### src/rtl/quotient_multiplier.sv
// Iterative MSB-first shift-add multiplier: product = quotient * divisor + remainder.
// One quotient bit per clock; single operation in flight, valid/ready on both sides.
module quotient_multiplier #(
    parameter int unsigned M = 26,
    parameter int unsigned N = 14
) (
    input  logic           clk,
    input  logic           rst,
    input  logic           in_valid,
    output logic           in_ready,
    input  logic [M-N-1:0] quotient,
    input  logic [N-1:0]   divisor,
    input  logic [N-1:0]   remainder,
    output logic           out_valid,
    input  logic           out_ready,
    output logic [M-1:0]   product,
    output logic           rem_err
);

    localparam int unsigned Q  = M - N;
    localparam int unsigned CW = (Q > 1) ? $clog2(Q) : 1;

    typedef enum logic [1:0] {StIdle, StBusy, StDone} state_e;

    state_e          r_state;
    state_e          w_state_next;
    logic [Q-1:0]    r_qreg;
    logic [N-1:0]    r_div;
    logic [N-1:0]    r_rem;
    logic [M-1:0]    r_acc;
    logic [CW-1:0]   r_cnt;
    logic [M-1:0]    r_product;
    logic            r_rem_err;
    logic            w_last;
    logic [M-1:0]    w_acc_next;

    assign w_last = (r_cnt == '0);

    // Horner step; the remainder is folded in on the final step only.
    always_comb begin
        w_acc_next = {r_acc[M-2:0], 1'b0};
        if (r_qreg[Q-1]) begin
            w_acc_next = w_acc_next + {{Q{1'b0}}, r_div};
        end
        if (w_last) begin
            w_acc_next = w_acc_next + {{Q{1'b0}}, r_rem};
        end
    end

    always_ff @(posedge clk) begin
        if (rst) begin
            r_state <= StIdle;
        end else begin
            r_state <= w_state_next;
        end
    end

    always_comb begin
        w_state_next = r_state;
        unique case (r_state)
            StIdle:  if (in_valid) w_state_next = StBusy;
            StBusy:  if (w_last) w_state_next = StDone;
            StDone:  if (out_ready) w_state_next = StIdle;
            default: w_state_next = StIdle;
        endcase
    end

    always_comb begin
        in_ready  = (r_state == StIdle);
        out_valid = (r_state == StDone);
    end

    always_ff @(posedge clk) begin
        if (rst) begin
            r_qreg    <= '0;
            r_div     <= '0;
            r_rem     <= '0;
            r_acc     <= '0;
            r_cnt     <= '0;
            r_product <= '0;
            r_rem_err <= 1'b0;
        end else begin
            unique case (r_state)
                StIdle: begin
                    if (in_valid) begin
                        r_qreg    <= quotient;
                        r_div     <= divisor;
                        r_rem     <= remainder;
                        r_acc     <= '0;
                        r_cnt     <= CW'(Q - 1);
                        r_rem_err <= (remainder >= divisor);
                    end
                end
                StBusy: begin
                    r_acc  <= w_acc_next;
                    r_qreg <= {r_qreg[Q-2:0], 1'b0};
                    r_cnt  <= r_cnt - 1'b1;
                    if (w_last) begin
                        r_product <= w_acc_next;
                    end
                end
                default: ;
            endcase
        end
    end

    assign product = r_product;
    assign rem_err = r_rem_err;

endmodule

### config.mk
export PLATFORM = sky130hd
export DESIGN_NAME = quotient_multiplier
export DESIGN_NICKNAME = d
export VERILOG_FILES = /design/src/rtl/quotient_multiplier.sv
export SDC_FILE = /design/constraint.sdc
export NUM_CORES = 1
export LEC_CHECK = 0
export BUFFER_PORTS_ARGS = -buffer_cell sky130_fd_sc_hd__buf_2
export CAP_MARGIN = 5
export CORE_MARGIN = 2
export CORE_UTILIZATION = 40
export DETAILED_ROUTE_END_ITERATION = 8
export SLEW_MARGIN = 20
export SYNTH_ARGS = -nofsm -noshare
export SYNTH_HDL_FRONTEND = slang
export SYNTH_SLANG_ARGS = --single-unit
export TNS_END_PERCENT = 5
### constraint.sdc
create_clock -name clk -period 3.7 [get_ports clk]
set_clock_uncertainty 0.15 [all_clocks]
set_input_delay 0.185 -clock clk [delete_from_list [all_inputs] [get_ports clk]]
set_output_delay 0.185 -clock clk [all_outputs]
set_load 0.01 [all_outputs]
# Word-level counts from Yosys, hierarchy flattened
# Cells that the tools add are included.
# Widths: inputs -> output; s select.
[classes]
magnitude_cmp = 1
add_sub_neg = 3
muxes = 12
n_reduce_logical = 7
n_eq_ne = 5
[op_table]
columns = ["op", "n"]
rows = [
  ["$add 26x14->26", 2],
  ["$mux 26", 2],
  ["$pmux 25 s2", 1],
  ["$mux 25", 1],
  ["$pmux 12 s2", 1],
  ["$ge 14x14->1", 1],
  ["$mux 12", 1],
  ["$pmux 4 s2", 1],
  ["$mux 2", 3],
  ["$pmux 2 s3", 1],
  ["$reduce_and 2->1", 3],
  ["$logic_not 4->1", 1],
  ["$mux 4", 1],
  ["$ne 2x2->1 const B", 2],
  ["$sub 4x1->4 const B", 1],
  ["$reduce_and 3->1", 1],
  ["$eq 2x1->1 const B", 1],
  ["$eq 2x2->1 const B", 1],
  ["$logic_not 2->1", 1],
  ["$ne 2x1->1 const B", 1],
  ["$reduce_bool 2->1", 1],
]
[word_totals]
in_bits = 44
output_inout_bits = 29
ff_bits = 98
elab_cells = 36

# Depth between registers and ports, before layout
[logic_depth]
word_depth = 5
mapped_depth = 19
mapped_depth_nobuf = 19

# Worst setup path after synthesis
# No wires, ideal clock.
[synth_timing]
path_kind = "register to register"
startpoint = "register r_div[1]"
endpoint = "register r_acc[22]"
setup_ns = 0.062
synth_period_minus_slack_ns = 4.050
arrival_time_ns = 3.838
path_buffers = 0
path_slack_ns = -0.350
required_time_ns = 3.488
path_stages_with_launch = 20
path_cell_list = "dfxtp_1 -> ha_1 -> fa_1 -> a21oi_1 -> nand4b_1 -> and2_1 -> o21a_1 -> o21ai_0 -> xor2_1 -> mux2_2 -> ha_1 -> nand2_1 -> nand2_1 -> a21o_1 -> a211oi_1 -> a22oi_1 -> nand4_1 -> nor3_1 -> or4_1 -> nand3_1"
[synth_via]
elab_chain_cells = 5
[synth_rtl]
columns = ["item", "line_no", "source"]
rows = [
  ["start: declaration", "28", "logic [N-1:0] r_div;"],
  ["start signal: assignment", "87", "r_div <= divisor;"],
  ["$add 26x14->26 *", "43", "w_acc_next = w_acc_next + {{Q{1'b0}}, r_div};"],
  ["$mux 26 *", "42", "if (r_qreg[Q-1]) begin"],
  ["$add 26x14->26", "46", "w_acc_next = w_acc_next + {{Q{1'b0}}, r_rem};"],
  ["$mux 26 *", "45", "if (w_last) begin"],
  ["$pmux 25 s2 *", "83", "unique case (r_state)"],
  ["end signal: assignment", "95", "r_acc <= w_acc_next;"],
  ["end: declaration", "30", "logic [M-1:0] r_acc;"],
]
# Mark *: on every way between the ends. The rest lies on a longest branch, timed or not.
# A chain may end at the register's enable or synchronous reset.

# Worst setup path after layout
[layout_timing]
startpoint = "register r_acc[0]"
endpoint = "register r_acc[22]"
[layout_via]
elab_chain_cells = 5
[layout_rtl]
columns = ["item", "line_no"]
rows = [
  ["$add 26x14->26", "43"],
  ["$mux 26 *", "42"],
  ["$add 26x14->26", "46"],
  ["$mux 26 *", "45"],
  ["$pmux 25 s2 *", "83"],
]
# Marks and branches as above.

==> metrics.md <==
| Metric | Value |
|---|---|
| Largest net degree at the start of global routing | `57` |
| Synth Cell Area | `0.006270 mm^2` |
| Grt ovf | `0` |
| H-tree depth | `3` |
| Global Route Usage Sum | `21.51%` |
| CP arrival | `slightly above 4000 ps` |
| Commonest non-fill, non-tap cells in the layout | `148 x nand2_1, 97 x a21oi_1, 95 x dfxtp_1` |
| Fin crit period | `3956 ps` |
| Final HPWL DP | `12650 um` |
| DP Cell Count | `about 1100` |
| Reg area | `0.001966 mm^2` |
| CP max stage cell | `or4_1` |
| Clk_lat worst skew | `between 300 and 400 ps` |
| Setup WS post-layout | `-256.0 ps` |
| Nets | `1064` |
| Peak Freq | `approximately 250 MHz` |
| Share of cells above drive strength 1 | `about a quarter` |
| Sw frac | `between 30% and 40%` |
| # setup viols final | `23` |
| Routability cong. | `0.8700` |
| Peak VDD IR | `about 0.00023 V` |
| Crit path largest cell delay | `between 400 and 500 ps` |
| Leak Pwr | `3.530 nW` |
| Multi-input logic area | `approximately 0.0043 mm^2` |
| CTS tree | `yes` |
| Worst-margin pin slew | `809.3 ps` |
| Count of pins over their slew limit | `0` |
| Filler cell count | `1471` |
| Post-DRT Antenna Nets | `0` |
| Synth Net Count | `approximately 900` |
| CP Max Fanout | `4` |
| Die span in x | `129.2 um` |
| Startpoint types | `flop` |
| Main flop type after synthesis | `dfxtp_1` |
| Hold Crit Class | `in2reg` |
| Initial cell density of the core | `between 40% and 50%` |
| Clock tree buffer depth | `2` |
| Mapped Cells | `815` |
| Power per Cell Area | `348.8 mW/mm^2` |
| Seq/Total Area, Yosys | `31.29%` |
| Max_cap viols | `0` |
| Core Area | `approximately 0.015 mm^2` |
| Chip Height | `129.2 um` |
| Synth Area per Inst | `7.693 um^2` |
| CTS root buf | `clkbuf_16` |
| EDFF count, synth | `0` |
| Clk sinks | `approximately 100` |
| Status | `finished, violations left` |
| Crit path cell chain | `ha_4, fa_2, a21oi_2, nand4b_1, and2_4, o21a_1, o21ai_2, xor2_1, mux2_4, ha_4, nand2_1, nand2_1, a21o_1, a211oi_2, a22oi_2, nand4_1, buf_4, nor3_2, or4_1, nand3_1` |
| Util after Layout | `54.68%` |
| P&R area growth vs syn | `33.07%` |
| Port-buffer cells | `between 70 and 80` |
| Final Hold Fails | `0` |
| Yosys warns | `0` |
| Relative slew slack | `45.84%` |
| Combinational Power Share | `26.5%` |
| Worst path required time | `between 3000 and 4000 ps` |
| Row count | `45` |
| Reg power frac | `40.2%` |
| Most common cell after layout, fill and taps aside | `nand2_1` |
| Post-route cell area | `roughly 0.0083 mm^2` |
| Clock power share | `33.3%` |
| CP delay by family, top | `simple AND/OR/NAND/NOR gates` |
| DRC errors left | `0` |
| WP buf/inv | `1` |
| Number of synthesized register bits | `98` |
| Iter 0 DRT Violations | `333` |
| Failing checks | `negative setup slack` |
| Worst Setup End Kind | `flop` |
| Setup CP Type | `reg2reg` |
| Vias | `6253` |
| Total net switching power | `0.0008894 W` |
| CTS Buf Count | `9` |
| # diodes | `0` |
| Initial antenna violation count | `0` |
| Unrepaired setup endpoints after global routing | `yes` |
| Vias in the first global route | `between 5000 and 6000` |
| First-pass GRT wire length | `28640 um` |
| Worst hold margin | `165.5 ps` |
| Period utilisation layout | `106.9%` |
| Die ar. | `approximately 0.017 mm^2` |
| Async S/R FF share, synth | `0%` |
| Avg WL per Cell | `between 10 and 15 um` |
| Overall routed net length | `17670 um` |
| Fin cells | `1192` |
| Synth cell types | `67` |
| Clock slew at reported path FFs | `70 ps` |
| I/O pin count | `73` |
| Drt pass-1 iters | `5` |
| Int Power | `0.002020 W` |
| DP Area | `0.007418 mm^2` |
| Via/cell ratio | `roughly 5.2` |
| Setup TNS | `-2944 ps` |
-- cells by family after synthesis --
logic type / synth area share (%)
mux: 2.594
xor+xnor: 5.029
compound gates: 23.01
buf+inv: 5.129
flops: 31.29
fa+ha+maj: 9.020
simple gates: 23.93
-- stage by stage --
stage	power (W)	setup slack (ps)
2_1_floorplan	0.001639	-81.45
3_3_place_gp	0.001906	-210.2
3_5_place_dp	0.001909	-307.3
4_1_cts	0.002927	-254.1
5_1_grt	0.003061	-523.1
6_report	0.002910	-256.0
-- timing repair --
| action | CTS | global route |
|---|---|---|
| setup buffers | 5 | 0 |
| resized for setup | 19 | 17 |
| setup endpoints to repair | 28 | 33 |
| hold buffers | 41 | 0 |
| endpoints found under the hold margin | 41 | 0 |
| pin swaps | 13 | 17 |
| cloned | 0 | 0 |
-- power by group through the flow --
stage | logic [W] | registers (W) | clock network [W]
2_1_floorplan | 0.000460 | 0.00118 | 0
3_3_place_gp | 0.000713 | 0.00119 | 0
3_5_place_dp | 0.000715 | 0.00119 | 0
4_1_cts | 0.000759 | 0.00117 | 0.000997
5_1_grt | 0.000852 | 0.00118 | 0.00103
6_report | 0.000770 | 0.00117 | 0.000969
-- synth_stat cells, drive strengths merged, types with 12 or more instances --
master / n / area, um^2
a211oi: 12 / 95.09
a21oi: 107 / 539.3
a22oi: 13 / 111.4
clkbuf: 40 / 150.1
dfxtp: 98 / 1962
ha: 42 / 525.5
inv: 30 / 112.6
nand2: 149 / 559.3
nand3: 31 / 155.2
nor2: 48 / 180.2
nor3: 12 / 60.06
o21a: 14 / 105.1
o21ai: 31 / 158.9
xnor2: 27 / 236.5
-- final cells by class --
cell class / count / share of cell area, %
Clock buffer: 12 / 3.074
Clock inverter: 4 / 0.5849
Inverter: 31 / 1.395
Multi-Input combinational cell: 636 / 51.12
Sequential cell: 98 / 23.56
Tap cell: 211 / 3.164
Timing Repair Buffer: 200 / 17.10
-- final timing paths --
path,start,cells past startpoint,slack [ps],end
max reg2reg,r_acc[0],20,-260,r_acc[22]
min,rst,2,170,r_state[0]
min reg2reg,product[7],2,300,product[7]
max,r_acc[0],20,-260,r_acc[22]
-- registers in the layout (all words and copies together) (netlist names) --
| register | flops |
|---|---|
| product | 26 |
| r_acc | 25 |
| r_div | 14 |
| r_rem | 14 |
| r_qreg | 12 |
| r_cnt | 4 |
| r_state | 2 |
| rem_err | 1 |
-- routing by layer --
layer	wire length, um	track usage, %	part of all wire, %
met4	420	6.841	2.4
met5	0	0	0
met1	8288	27.40	47
met2	8470	36.93	48
met3	491	3.881	2.8
Note: power is estimated with default switching activity, not from simulation.
